File: src/rtl/pwm_pkg.sv
// Shared constants and types for the multi-channel PWM generator.
package pwm_pkg;

    localparam int CH_DEFAULT = 4;
    localparam int CW_DEFAULT = 8;

    localparam logic MODE_EDGE   = 1'b0;
    localparam logic MODE_CENTER = 1'b1;

    typedef enum logic {
        DIR_UP   = 1'b0,
        DIR_DOWN = 1'b1
    } dir_t;

endpackage

File: src/rtl/pwm_chan.sv
// One PWM channel: registered compare of the upcoming count against the upcoming duty.
module pwm_chan #(
    parameter int CW = 8
) (
    input  logic          clk,
    input  logic          rst_n,
    input  logic          en,
    input  logic [CW-1:0] cnt_next,
    input  logic [CW-1:0] duty_next,
    output logic          pwm_out
);

    logic pwm_reg;

    always_ff @(posedge clk) begin
        if (!rst_n) begin
            pwm_reg <= 1'b0;
        end else begin
            pwm_reg <= en && (cnt_next < duty_next);
        end
    end

    assign pwm_out = pwm_reg;

endmodule

File: src/rtl/pwm_multi.sv
// Multi-channel PWM: shared edge/center counter, double-buffered period/duty/mode,
// cycle_start and upd_ack strobes.
module pwm_multi
    import pwm_pkg::*;
#(
    parameter int CH = CH_DEFAULT,
    parameter int CW = CW_DEFAULT
) (
    input  logic             clk,
    input  logic             rst_n,
    input  logic             en,
    input  logic             load,
    input  logic [CW-1:0]    period,
    input  logic [CH*CW-1:0] duty,
    input  logic             center,
    output logic [CH-1:0]    pwm_out,
    output logic             cycle_start,
    output logic             upd_ack
);

    logic [CW-1:0]    cnt_reg, cnt_next, cnt_inc;
    dir_t             dir_reg, dir_next;
    logic             run_reg;
    logic [CW-1:0]    per_act_reg, per_act_next, per_sh_reg, per_sh_next;
    logic [CH*CW-1:0] duty_act_reg, duty_act_next, duty_sh_reg, duty_sh_next;
    logic             mode_act_reg, mode_act_next, mode_sh_reg, mode_sh_next;
    logic             pending_reg, pending_next;
    logic             cycle_start_reg, cycle_start_next;
    logic             upd_ack_reg, upd_ack_next;
    logic             boundary;

    assign cnt_inc = cnt_reg + CW'(1);

    always_comb begin
        cnt_next         = cnt_reg;
        dir_next         = dir_reg;
        per_act_next     = per_act_reg;
        duty_act_next    = duty_act_reg;
        mode_act_next    = mode_act_reg;
        per_sh_next      = per_sh_reg;
        duty_sh_next     = duty_sh_reg;
        mode_sh_next     = mode_sh_reg;
        pending_next     = pending_reg;
        cycle_start_next = 1'b0;
        upd_ack_next     = 1'b0;
        boundary         = 1'b0;

        if (!en) begin
            // Stopped: loads bypass the shadow stage, and a leftover pending update is flushed.
            cnt_next     = '0;
            dir_next     = DIR_UP;
            pending_next = 1'b0;
            if (load) begin
                per_act_next  = period;
                duty_act_next = duty;
                mode_act_next = center;
                per_sh_next   = period;
                duty_sh_next  = duty;
                mode_sh_next  = center;
                upd_ack_next  = 1'b1;
            end else if (pending_reg) begin
                per_act_next  = per_sh_reg;
                duty_act_next = duty_sh_reg;
                mode_act_next = mode_sh_reg;
                upd_ack_next  = 1'b1;
            end
        end else begin
            if (!run_reg) begin
                cnt_next         = '0;
                dir_next         = DIR_UP;
                cycle_start_next = 1'b1;
            end else begin
                if (per_act_reg == '0) begin
                    boundary = 1'b1;
                end else if (mode_act_reg == MODE_EDGE) begin
                    if (cnt_reg >= per_act_reg) boundary = 1'b1;
                    else                        cnt_next = cnt_inc;
                end else if (dir_reg == DIR_UP) begin
                    cnt_next = cnt_inc;
                    dir_next = (cnt_inc >= per_act_reg) ? DIR_DOWN : DIR_UP;
                end else if (cnt_reg <= CW'(1)) begin
                    boundary = 1'b1;
                end else begin
                    cnt_next = cnt_reg - CW'(1);
                end

                if (boundary) begin
                    cnt_next         = '0;
                    dir_next         = DIR_UP;
                    cycle_start_next = 1'b1;
                    if (pending_reg) begin
                        per_act_next  = per_sh_reg;
                        duty_act_next = duty_sh_reg;
                        mode_act_next = mode_sh_reg;
                        upd_ack_next  = 1'b1;
                        pending_next  = 1'b0;
                    end
                end
            end
            // A load on the boundary edge itself waits for the following boundary.
            if (load) begin
                per_sh_next  = period;
                duty_sh_next = duty;
                mode_sh_next = center;
                pending_next = 1'b1;
            end
        end
    end

    always_ff @(posedge clk) begin
        if (!rst_n) begin
            cnt_reg         <= '0;
            dir_reg         <= DIR_UP;
            run_reg         <= 1'b0;
            per_act_reg     <= '1;
            duty_act_reg    <= '0;
            mode_act_reg    <= MODE_EDGE;
            per_sh_reg      <= '1;
            duty_sh_reg     <= '0;
            mode_sh_reg     <= MODE_EDGE;
            pending_reg     <= 1'b0;
            cycle_start_reg <= 1'b0;
            upd_ack_reg     <= 1'b0;
        end else begin
            cnt_reg         <= cnt_next;
            dir_reg         <= dir_next;
            run_reg         <= en;
            per_act_reg     <= per_act_next;
            duty_act_reg    <= duty_act_next;
            mode_act_reg    <= mode_act_next;
            per_sh_reg      <= per_sh_next;
            duty_sh_reg     <= duty_sh_next;
            mode_sh_reg     <= mode_sh_next;
            pending_reg     <= pending_next;
            cycle_start_reg <= cycle_start_next;
            upd_ack_reg     <= upd_ack_next;
        end
    end

    // Channels compare against the duty that will be active alongside cnt_next.
    generate
        for (genvar gi = 0; gi < CH; gi++) begin : g_chan
            pwm_chan #(.CW(CW)) u_chan (
                .clk      (clk),
                .rst_n    (rst_n),
                .en       (en),
                .cnt_next (cnt_next),
                .duty_next(duty_act_next[gi*CW +: CW]),
                .pwm_out  (pwm_out[gi])
            );
        end
    endgenerate

    assign cycle_start = cycle_start_reg;
    assign upd_ack     = upd_ack_reg;

endmodule

File: config.mk
export PLATFORM = sky130hd
export DESIGN_NAME = pwm_multi
export DESIGN_NICKNAME = d
export VERILOG_FILES = /design/src/rtl/pwm_pkg.sv /design/src/rtl/pwm_chan.sv /design/src/rtl/pwm_multi.sv
export SDC_FILE = /design/constraint.sdc
export NUM_CORES = 1
export LEC_CHECK = 0
export ABC_AREA = 0
export ABC_CLOCK_PERIOD_IN_PS = 6040
export CAP_MARGIN = 15
export CORE_MARGIN = 4
export CORE_UTILIZATION = 60
export CTS_CLUSTER_DIAMETER = 30
export CTS_CLUSTER_SIZE = 8
export DETAILED_ROUTE_END_ITERATION = 7
export GPL_TIMING_DRIVEN = 1
export HOLD_SLACK_MARGIN = 0.12
export PLACE_DENSITY = 0.88
export SYNTH_ARGS = -nofsm -noshare
export SYNTH_HDL_FRONTEND = slang
export SYNTH_SLANG_ARGS = --single-unit
File: constraint.sdc
create_clock -name clk -period 6.04 [get_ports clk]
set_input_delay 1.208 -clock clk [delete_from_list [all_inputs] [get_ports clk]]
set_output_delay 1.208 -clock clk [all_outputs]
set_load 0.02 [all_outputs]
==> impl_metrics.env <==
export IMPL_synth_edf_count=0
export IMPL_hp_class="register to register"
export IMPL_rsz0062_at_grt="no"
export IMPL_viasPerCell=6.746
export IMPL_postSynthCellCount=738
export IMPL_fin_skew_ns=0.01036
export IMPL_grt_ovfl_total=0
export IMPL_preCtsSetupSlack_ns=1.503
export IMPL_critPathMaxFanout=22
export IMPL_syn2layout_area_growth_pct=10.29
export IMPL_syn_area_per_cell_um2=8.619
export IMPL_die_area_um2=12310
export IMPL_htreeDepth=3
export IMPL_yosysWarningCount=0
export IMPL_ctsResizeCount=0
export IMPL_place_detailed_instances=878
export IMPL_cts_max_path_buffers=2
export IMPL_layout_common_cells="dfxtp_1, mux2i_1, nor2_1"
export IMPL_min_from="duty_sh_reg[8]"
export IMPL_max_stage_delay_ns=0.87
export IMPL_cts_sinks=99
export IMPL_start_util=0.6162
export IMPL_grt_first_pass_wirelength_um=28380
export IMPL_num_vias=6017
export IMPL_maxSlewHeadroom=0.2271
export IMPL_post_route_min_period_ns=4.523
export IMPL_maxSlewViolCount=0
export IMPL_die_w_um=111.0
export IMPL_clk_latency_ns=0.37
export IMPL_syn_num_nets=830
export IMPL_nNetsFinal=845
export IMPL_hold_violations=0
export IMPL_io_buffer_count=50
export IMPL_synthArstFlopShare=0
export IMPL_clock_fmax_ghz=0.2211
export IMPL_end_kind="register"
export IMPL_r2r_end="g_chan[3].u_chan.pwm_out"
export IMPL_ys_ff_latch=99
export IMPL_wire_per_inst_um=19.39
export IMPL_cp_required_ns=6.33
export IMPL_boundaryPins=51
export IMPL_ys_seq_area_frac=0.3116
export IMPL_synthTopCellsByArea="dfxtp_1, mux2i_1, ha_1, a222oi_1, o2bb2ai_1"
export IMPL_timing_rr_start="cnt_reg[2]"
export IMPL_cts_setup_buffers=0
export IMPL_dpl_hpwl_um=11690
export IMPL_min_period_over_period=0.7489
export IMPL_arrival_ns=4.82
export IMPL_hold_path_cell_count=2
export IMPL_drtAntennaViolNets=0
export IMPL_maxCapViolCount=0
export IMPL_utilization=0.6796
export IMPL_dr_pass1_iters=8
export IMPL_drtIter0Drc=740
export IMPL_grt_pass1_vias=5972
export IMPL_path_delay_family="compound AO/OA/AOI/OAI gates"
export IMPL_r2r_slack_ns=1.52
export IMPL_slowest_stage="a21boi_4"
export IMPL_final_common_cell="dfxtp_1"
export IMPL_fin_area_um2=7015
export IMPL_placementRows=37
export IMPL_ys_types=62
export IMPL_whs_endpoint="duty_sh_reg[8]"
export IMPL_yosysTopAreaCellShare=0.3116
export IMPL_syn_area_um2=6361
export IMPL_clk_pin_slew_ns=0.09
export IMPL_synth_area_leader_cell="dfxtp_1"
export IMPL_crit_buf_inv=1
export IMPL_drive_gt1_frac=0.05026
export IMPL_drc=0
export IMPL_path_class="register to register"
export IMPL_cts_made_buffers=9
export IMPL_crit_path_start_kind="register"
export IMPL_root_buffer="clkbuf_8"
export IMPL_grt_start_max_net_pins=66
export IMPL_die_h_um=111.0
export IMPL_place_area_um2=6833
export IMPL_fin_ws_ns=1.517
export IMPL_n_antenna_cell=0
export IMPL_outcome="finished clean"
export IMPL_antenna_found_initial=0
export IMPL_gp_congestion=0.9944
export IMPL_tightestPinTransition_ns=1.159
export IMPL_design_core_area_um2=10320
export IMPL_power_mw=1.465
export IMPL_cts_tree="built"
export IMPL_setup_viol_count_final=0
export IMPL_cp_cell_sequence="nor4_2 -> nand3_1 -> o31a_4 -> a21boi_4 -> buf_4 -> mux2i_1 -> a21boi_0 -> ha_1 -> a21o_1 -> a21o_1 -> a211oi_1 -> nand3_1 -> o21ai_0"
export IMPL_synthFlopType="dfxtp_1"
export IMPL_rr_worst_depth=13
export IMPL_total_leakage_power_nw=2.885
export IMPL_ir_drop_mv=0.1293
export IMPL_wl_um=17300
export IMPL_tns_ns=0
export IMPL_cts_hold_fix_buffers=0
export IMPL_holdWs_ns=0.4905
export IMPL_final_cells=892
export IMPL_power_density_nw_per_um2=208.8
export IMPL_grt_usage=0.2744
==> layer usage <==
metal	routed length, µm	vias to the layer above	GRT usage
li1	-	2787	-
met1	7121	2927	0.3347
met2	8614	271	0.4786
met3	1231	32	0.04585
met4	332	0	0.1125
met5	0	-	0
==> cell usage after synthesis, types with 4 or more instances <==
cell       instances
dfxtp_1           99
mux2i_1           68
nor2_1            63
nand2_1           61
inv_1             56
ha_1              47
clkbuf_1          41
o22ai_1           32
a222oi_1          28
o2bb2ai_1         28
a21oi_1           25
o21ai_0           24
a21boi_0          21
o211ai_1          10
a211oi_1           9
a21boi_1           9
a21o_1             9
o221ai_1           9
nand3_1            8
nor2b_1            6
xnor2_1            6
buf_4              5
nand2b_1           5
nand4_1            5
and3_1             4
==> area by class of cell <==
cell class | instances | area, µm²
multi-input cells | 526 | 3904
fillers | 796 | 3308
flip-flops and latches | 99 | 1983
clock buffers | 12 | 145.1
inverters | 58 | 217.7
clock inverters | 2 | 37.54
well taps | 136 | 170.2
repair buffers | 59 | 558.0
==> worst max-delay path by stage <==
stage,from,endpoint,slack (ns),cells past startpoint
floorplan,en,g_chan[2].u_chan.pwm_out,2.36,12
global placement,en,g_chan[2].u_chan.pwm_out,1.65,11
detailed placement,en,g_chan[2].u_chan.pwm_out,1.50,11
CTS,cnt_reg[0],g_chan[3].u_chan.pwm_out,1.58,15
global route,cnt_reg[0],g_chan[2].u_chan.pwm_out,1.24,13
finish,cnt_reg[2],g_chan[3].u_chan.pwm_out,1.52,13
==> tightest hold or removal path: cells and delay by family (launching register included) <==
family / cells / cell delay [ns]
simple gates: 1 / 0.06
flops: 1 / 0.33
compound gates: 1 / 0.06
==> cells by family after synthesis <==
logic type / after synthesis / synth area share
compound gates: 238 / 0.2876
xor+xnor: 7 / 0.009638
fa+ha+maj: 47 / 0.09245
buf+inv: 113 / 0.07514
flops: 99 / 0.3116
mux: 71 / 0.1123
simple gates: 163 / 0.1113
==> power by group <==
| group | switching, mW | leakage, nW | internal, mW |
|---|---|---|---|
| combinational | 0.173 | 1.98 | 0.137 |
| clock | 0.225 | 0.0885 | 0.199 |
| sequential | 0.0310 | 0.817 | 0.699 |
| total | 0.429 | 2.89 | 1.04 |
Power figures use the tool's default switching activity.
